$ cat config.mk
export PLATFORM = sky130hd
export DESIGN_NAME = dmem_bus_ctrl
export DESIGN_NICKNAME = d
export VERILOG_FILES = /design/src/rtl/dmem_pkg.sv /design/src/rtl/wait_counter.sv /design/src/rtl/dmem_bus_ctrl.sv
export SDC_FILE = /design/constraint.sdc
export NUM_CORES = 1
export LEC_CHECK = 0
export BUFFER_PORTS_ARGS = -buffer_cell sky130_fd_sc_hd__buf_4
export CAP_MARGIN = 20
export CORE_ASPECT_RATIO = 2
export CORE_UTILIZATION = 50
export CTS_CLUSTER_DIAMETER = 80
export DETAILED_ROUTE_END_ITERATION = 10
export GPL_TIMING_DRIVEN = 0
export PLACE_DENSITY = 0.84
export SYNTH_ARGS = -nofsm -noshare
export SYNTH_HDL_FRONTEND = slang
export SYNTH_SLANG_ARGS = --single-unit
$ cat constraint.sdc
create_clock -name clk -period 3.8 [get_ports clk]
set_input_delay 0.76 -clock clk [delete_from_list [all_inputs] [get_ports clk]]
set_output_delay 0.76 -clock clk [all_outputs]
set_load 0.005 [all_outputs]
$ cat src/rtl/dmem_pkg.sv
// Shared types and helpers for the data-memory bus controller.
package dmem_pkg;

  typedef enum logic [1:0] {
    IDLE = 2'd0,
    REQ  = 2'd1,
    WAIT = 2'd2,
    DONE = 2'd3
  } state_e;

  localparam logic [31:0] BAD_DATA_DEFAULT = 32'hDEADBEEF;

  function automatic logic [31:0] word_align(input logic [31:0] addr);
    return {addr[31:2], 2'b00};
  endfunction

endpackage

$ cat src/rtl/wait_counter.sv
// Free-running up counter with synchronous clear and a terminal-count flag.
module wait_counter #(
  parameter int               WIDTH    = 16,
  parameter logic [WIDTH-1:0] TC_VALUE = '0
) (
  input  logic clk,
  input  logic reset,
  input  logic clear,
  input  logic enable,
  output logic tc
);

  logic [WIDTH-1:0] count_q;
  logic [WIDTH-1:0] count_d;

  always_comb begin
    count_d = count_q;
    if (clear) begin
      count_d = '0;
    end else if (enable) begin
      count_d = count_q + 1'b1;
    end
  end

  always_ff @(posedge clk) begin
    if (reset) begin
      count_q <= '0;
    end else begin
      count_q <= count_d;
    end
  end

  assign tc = (count_q == TC_VALUE);

endmodule

$ cat src/rtl/dmem_bus_ctrl.sv
// Data-memory stage: turns datapath load/store strobes into req/gnt/rvalid
// bus transactions and stalls the processor until each access retires.
module dmem_bus_ctrl
  import dmem_pkg::*;
#(
  parameter int          TIMEOUT  = 255,
  parameter logic [31:0] BAD_DATA = BAD_DATA_DEFAULT
) (
  input  logic        clk,
  input  logic        reset,
  input  logic        memread,
  input  logic        memwrite,
  input  logic [31:0] addr,
  input  logic [31:0] wdata,
  output logic [31:0] readdata,
  output logic        stall,
  output logic        misaligned,
  output logic        timeout_flag,
  output logic        bus_req,
  output logic        bus_we,
  output logic [31:0] bus_addr,
  output logic [31:0] bus_wdata,
  input  logic        bus_gnt,
  input  logic        bus_rvalid,
  input  logic [31:0] bus_rdata
);

  localparam int            CW = 16;
  localparam logic [CW-1:0] TC = CW'(TIMEOUT - 1);

  state_e      state_q, state_d;
  logic        bus_we_q, bus_we_d;
  logic [31:0] bus_addr_q, bus_addr_d;
  logic [31:0] bus_wdata_q, bus_wdata_d;
  logic [31:0] readdata_q, readdata_d;
  logic        timeout_flag_q, timeout_flag_d;

  logic        access;
  logic        aligned;
  logic        stall_c;
  logic        misaligned_c;
  logic        cnt_clear;
  logic        cnt_en;
  logic        cnt_tc;

  assign access  = memread | memwrite;
  assign aligned = (addr[1:0] == 2'b00);

  wait_counter #(
    .WIDTH    (CW),
    .TC_VALUE (TC)
  ) u_timeout (
    .clk    (clk),
    .reset  (reset),
    .clear  (cnt_clear),
    .enable (cnt_en),
    .tc     (cnt_tc)
  );

  always_comb begin
    state_d        = state_q;
    bus_we_d       = bus_we_q;
    bus_addr_d     = bus_addr_q;
    bus_wdata_d    = bus_wdata_q;
    readdata_d     = readdata_q;
    timeout_flag_d = timeout_flag_q;
    stall_c        = 1'b0;
    misaligned_c   = 1'b0;
    cnt_clear      = 1'b0;
    cnt_en         = 1'b0;

    case (state_q)
      IDLE: begin
        if (access && aligned) begin
          stall_c     = 1'b1;
          cnt_clear   = 1'b1;
          bus_we_d    = memwrite;
          bus_addr_d  = word_align(addr);
          bus_wdata_d = wdata;
          state_d     = REQ;
        end else if (access) begin
          misaligned_c = 1'b1;
        end
      end

      // A read granted on its final allowed cycle still counts as a timeout.
      REQ: begin
        stall_c = 1'b1;
        cnt_en  = 1'b1;
        if (bus_gnt && bus_we_q) begin
          state_d = DONE;
        end else if (cnt_tc) begin
          state_d        = DONE;
          timeout_flag_d = 1'b1;
          if (!bus_we_q) begin
            readdata_d = BAD_DATA;
          end
        end else if (bus_gnt) begin
          state_d = WAIT;
        end
      end

      WAIT: begin
        stall_c = 1'b1;
        cnt_en  = 1'b1;
        if (bus_rvalid) begin
          readdata_d = bus_rdata;
          state_d    = DONE;
        end else if (cnt_tc) begin
          readdata_d     = BAD_DATA;
          timeout_flag_d = 1'b1;
          state_d        = DONE;
        end
      end

      DONE: begin
        state_d = IDLE;
      end

      default: begin
        state_d = IDLE;
      end
    endcase
  end

  always_ff @(posedge clk) begin
    if (reset) begin
      state_q        <= IDLE;
      bus_we_q       <= 1'b0;
      bus_addr_q     <= '0;
      bus_wdata_q    <= '0;
      readdata_q     <= '0;
      timeout_flag_q <= 1'b0;
    end else begin
      state_q        <= state_d;
      bus_we_q       <= bus_we_d;
      bus_addr_q     <= bus_addr_d;
      bus_wdata_q    <= bus_wdata_d;
      readdata_q     <= readdata_d;
      timeout_flag_q <= timeout_flag_d;
    end
  end

  assign stall        = stall_c & ~reset;
  assign misaligned   = misaligned_c & ~reset;
  assign readdata     = misaligned ? 32'h0 : readdata_q;
  assign timeout_flag = timeout_flag_q;
  assign bus_req      = (state_q == REQ);
  assign bus_we       = bus_we_q;
  assign bus_addr     = bus_addr_q;
  assign bus_wdata    = bus_wdata_q;

endmodule

==> Word level (Yosys, flattened, before mapping) <==
Index checks and enable logic that the tools add are counted.
{ "totals": {"regBits": 114, "latch_bits": 0, "ramBits": 0, "romBits": 0, "inputBits": 102, "out_inout_bits": 101, "word_cells": 59, "memories": 0} }
{ "classes": {"addsub": 1, "mul": 0, "n_div": 0, "magnitude_cmp": 0, "eq_ne": 11, "shift": 0, "n_mux": 25, "bitwise": 4, "reduce_logical": 11} }
{ "op_table": {"columns": ["op", "count"], "rows": [
  ["$mux 32", 6],
  ["$pmux 32 s2", 1],
  ["$add 16x1->16 const B", 1],
  ["$eq 16x8->1 const B", 1],
  ["$mux 2", 6],
  ["$mux 1", 9],
  ["$ne 2x2->1 const B", 4],
  ["$pmux 2 s4", 1],
  ["$reduce_and 3->1", 2],
  ["$reduce_and 5->1", 1],
  ["$eq 2x2->1 const B", 2],
  ["$logic_not 2->1", 2],
  ["$ne 4x1->1 const B", 1],
  ["$pmux 1 s2", 2],
  ["$reduce_or 2->1", 2],
  ["$ne 3x3->1 const B", 1],
  ["$and 1x1->1", 2],
  ["$eq 2x1->1 const B", 1],
  ["$logic_and 1x1->1", 2],
  ["$ne 2x1->1 const B", 1],
  ["$reduce_and 2->1", 1],
  ["$reduce_bool 2->1", 1],
  ["$not 1->1", 1],
  ["$or 1x1->1", 1]
]} }

==> Depth between registers and ports, before layout <==
{ "depth": {"word_depth": 6, "ltp_mapped": 9, "ltp_nobuf": 7} }

==> By module <==
A second synthesis with hierarchy kept.
{ "unflattened": {"hier_cells": 535, "hier_area_um2": 4698.3} }
{ "modules_own_cells": {"columns": ["mod", "instances", "cells_each", "area_each_um2", "seq_area_each_um2"], "rows": [
  ["dmem_bus_ctrl", 1, 445, 3897.5, 1961.9],
  ["wait_counter", 1, 90, 800.8, 320.3]
]} }

==> Least setup slack after synthesis <==
No wires, ideal clock.
{ "synth_path": {"path_type": "in2out", "startpoint": "input port memwrite", "endpoint": "output port readdata[30]", "arrival_ns": 1.711, "setup_slack_ns": 1.329, "stages": 4, "n_path_buf": 1, "cell_sequence": "o21ai_0 nor3_1 clkbuf_1 nor2b_1"} }
{ "synth_between": {"elab_chain_len": 6, "word_cells_on_any_way": 7, "cone_classes": "mux (4); bitwise (2); reduce/logical (1)"} }
{ "synth_rtl": {"columns": ["item", "line_no", "rtl"], "rows": [
  ["start, declared", "dmem_bus_ctrl.sv:12", "input logic memwrite,"],
  ["$or 1x1->1 (*)", "dmem_bus_ctrl.sv:46", "assign access = memread | memwrite;"],
  ["$mux 1 / $logic_and 1x1->1 (equally long branches)", "dmem_bus_ctrl.sv:81, dmem_bus_ctrl.sv:74", null],
  ["$mux 1 (*)", "dmem_bus_ctrl.sv:74", "if (access && aligned) begin"],
  ["$mux 1 (*)", "dmem_bus_ctrl.sv:72", "case (state_q)"],
  ["$and 1x1->1 (*)", "dmem_bus_ctrl.sv:145", "assign misaligned = misaligned_c & ~reset;"],
  ["via misaligned", "dmem_bus_ctrl.sv:17", "output logic misaligned,"],
  ["$mux 32 (*)", "dmem_bus_ctrl.sv:146", "assign readdata = misaligned ? 32'h0 : readdata_q;"],
  ["end, declared", "dmem_bus_ctrl.sv:15", "output logic [31:0] readdata,"]
]} }
The timed path passes the listed nets; every way through them passes the cells marked *.

==> Worst setup path in the final report <==
{ "layout_path": {"startpoint": "register state_q[0]", "endpoint": "output port readdata[7]"} }
{ "layout_between": {"elab_chain_len": 4} }
{ "layout_rtl": {"columns": ["item", "line_no", "rtl"], "rows": [
  ["start, declared", "dmem_bus_ctrl.sv:31", "state_e state_q, state_d;"],
  ["start signal, assigned", "dmem_bus_ctrl.sv:135", "state_q <= state_d;"],
  ["$logic_not 2->1", "dmem_bus_ctrl.sv:72", null],
  ["$mux 1", "dmem_bus_ctrl.sv:72", null],
  ["$and 1x1->1", "dmem_bus_ctrl.sv:145", null],
  ["$mux 32", "dmem_bus_ctrl.sv:146", null]
]} }
No other way between the ends.

==> flow_summary_export.csv <==
group,metric,value,unit
setup_path,end_kind,"primary output",
global_routing,grt_usage,28.7,%
setup_path,path_max_fanout,10,
cts,holdBufCountCts,0,
cts,ctsResizeCount,0,
route,antenna_left,0,
final_layout,nNetsFinal,858,
sta,finClkSkew,0.00474,ns
final_layout,finalCoreUtilization,77.5,%
sta,rsz0062_at_grt,"false",
cts,clock_sinks,114,
yosys,ys_top_cells_by_count,"nand2_1 (146), dfxtp_1 (114), a21oi_1 (65)",
yosys,synth_top_area_share,50.7,%
route,maxUsedRoutingLayer,"met4",
route,wire_per_inst,15.6,µm
pwr,p_per_area,550,nW/µm²
yosys,syn_inst,529,
final_layout,drive_gt1_share,32.8,%
min_path,min_path_cells,2,
cts,htreeDepth,4,
setup_path,r2r_start,"state_q[0]",
cts,clk_latency,0.40,ns
yosys,ys_ff_latch,114,
route,drcViolationCount,0,
final_layout,diodes,0,
yosys,synth_cell_types,42,
cts,cts_buffers,17,
sta,worst_slew_pin_slew,0.982,ns
yosys,yosysMostFrequentCell,"nand2_1",
yosys,synth_largest_area_cell,"dfxtp_1",
sta,setup_viol_count_final,0,
cts,clkTransAtPathRegs,0.05,ns
yosys,avgSynthCellArea,8.52,µm²
route,wl_met2,7.48,mm
yosys,ys_async_sr_fraction,0,%
setup_path,r2r_slack,1.63,ns
global_routing,grt_pass1_wl,21.5,mm
cts,cts_root_buffer,"clkbuf_16",
yosys,ys.flop_type,"dfxtp_1",
floorplan,rows,48,
route,vias_per_cell,5.25,
floorplan,die_area,9420,µm²
yosys,synth_edf_count,0,
setup_path,r2r_end,"bus_wdata[9]",
floorplan,core,8710,µm²
global_routing,grt_pass1_vias,4612,
sta,relSlewSlack,34.0,%
setup_path,startpoint_type,"flop",
cts,cts_buffer_depth,2,
pwr,irDropWorstVdd,0.456,mV
sta,fin_crit,3.59,ns
final_layout,nFillCells,599,
sta,final_max_slew_viol_count,0,
global_routing,antenna_found_initial,0,
setup_path,r2r_cells,7,
floorplan,start_util,51.7,%
route,met3_wirelength,706,µm
route,vias,4527,
flow_run,maxCapViolations,0,
cts,cts_tree,"done",
yosys,syn_area,4510,µm²
floorplan,die_y,136,µm
yosys,synth_warnings,0,
pwr,p_leak,2.92,nW
sta,fmax,278,MHz
route,finalWirelength,13.5,mm
min_path,hold_path_class,"flop to flop",
setup_path,worstPathArrival,2.83,ns
floorplan,ios,203,
min_path,holdPathEnd,"bus_addr[14]",
floorplan,die_w,69.1,µm
sta,fin_tns_setup,0,ns
placement,portBuffers,200,
setup_path,path_class,"flop to primary output",
placement,dp_hpwl,10.1,mm
global_routing,grt_start_max_net_pins,17,
route,dr.first_iter.drc_count,236,
yosys,seq_area_frac_synth,50.7,%
final_layout,area_growth_syn_to_layout,49.8,%
yosys,yosys-top-cells-area,"dfxtp_1 (51%), nand2_1 (12%), a21oi_1 (7.2%)",
route,wl_met1,4.74,mm
min_path,hold_start,"bus_addr[14]",
sta,fin_crit_sh,94.5,%
setup_path,crit_required,3.04,ns
status,status,"complete, no violations",
placement,gp_congestion,0.879,
cts,postCtsSetupBuffers,0,
global_routing,overflow,0,
sta,hold_viol,0,
route,drtPass1Iterations,5,
per-layer routing:
| layer | vias to the layer above | global-route usage, % |
|---|---|---|
| met5 | - | 0 |
| met4 | 0 | 15.8 |
| met3 | 52 | 7.12 |
| met2 | 200 | 53.5 |
| met1 | 2064 | 28.7 |
| li1 | 2211 | - |
placed cells by master, fill, tap and decap left out, drive strengths merged, types with 8 or more instances in the layout:
cell type    n
dfxtp      114
nor2        30
o221a       24
nor2b       26
a21oi       65
nand2      147
o32ai        8
buf        216
clkbuf      42
inv         17
worst max path at each step:
| stage | end | cells after the start | start | slack [ns] |
|---|---|---|---|---|
| 2_1_floorplan | readdata[30] | 4 | memwrite | 1.33 |
| 3_3_place_gp | readdata[4] | 6 | memwrite | 0.59 |
| 3_5_place_dp | readdata[2] | 6 | memwrite | 0.50 |
| 4_1_cts | readdata[7] | 7 | state_q[0] | 0.23 |
| 5_1_grt | readdata[30] | 7 | state_q[0] | 0.01 |
| 6_report | readdata[7] | 7 | state_q[0] | 0.21 |
report_power, final:
| part | switching [W] | total (W) | internal [W] | leakage, nW |
|---|---|---|---|---|
| sequential | 0.0000685 | 0.00138 | 0.00131 | 0.924 |
| combinational | 0.000370 | 0.000721 | 0.000352 | 1.70 |
| clock | 0.000552 | 0.00161 | 0.00106 | 0.295 |
| total | 0.000990 | 0.00371 | 0.00272 | 2.92 |
final cells by class:
type / instances / area (µm²) / area share [%]
repair buffers: 200 / 1500 / 22.3
plain buffers: 39 / 194 / 2.87
inverters: 16 / 60.1 / 0.890
well taps: 100 / 125 / 1.85
clock inverters: 13 / 159 / 2.35
clock buffers: 19 / 453 / 6.71
multi-input cells: 361 / 1970 / 29.2
flip-flops and latches: 114 / 2280 / 33.8
sequential cells by signal (all words and copies together), names as in the netlist:
name and count:
readdata_q 32, bus_wdata 32, u_timeout.count_q 16, state_q 2
bus_we 1, bus_addr 30, timeout_flag 1
cell families (layout without fill, tap and decap cells):
family	Yosys count	after routing	share of synthesized area (%)
and+or+nand+nor	228	228	22.0
DFF	114	114	50.7
AOI/OAI and AO/OA	109	109	16.7
buffers and inverters	55	287	5.64
xor gates and xnor gates	14	14	2.72
adders and majority gates	7	7	1.94
other	1	2	0.0832
muxes	1	1	0.222
stage by stage:
| step | power [W] | area (µm²) | instances | hold WS, ns | setup WS, ns |
|---|---|---|---|---|---|
| 2_1_floorplan | 0.00177 | 4510 | 530 | 0.453 | 1.33 |
| 3_3_place_gp | 0.00208 | 6140 | 830 | 0.444 | 0.592 |
| 3_5_place_dp | 0.00211 | 6140 | 830 | 0.450 | 0.505 |
| 4_1_cts | 0.00373 | 6750 | 862 | 0.457 | 0.226 |
| 5_1_grt | 0.00388 | 6750 | 862 | 0.474 | 0.0103 |
| 6_report | 0.00371 | 6750 | 862 | 0.453 | 0.208 |
worst max-delay path: stages, from the launching register on:
cell	delay, ns
dfxtp_1	0.35
inv_1	0.14
ha_1	0.20
o21ai_0	0.15
nor3_1	0.82
clkbuf_1	0.47
nor2b_1	0.14
buf_4	0.16
(Power assumes the default switching activity.)
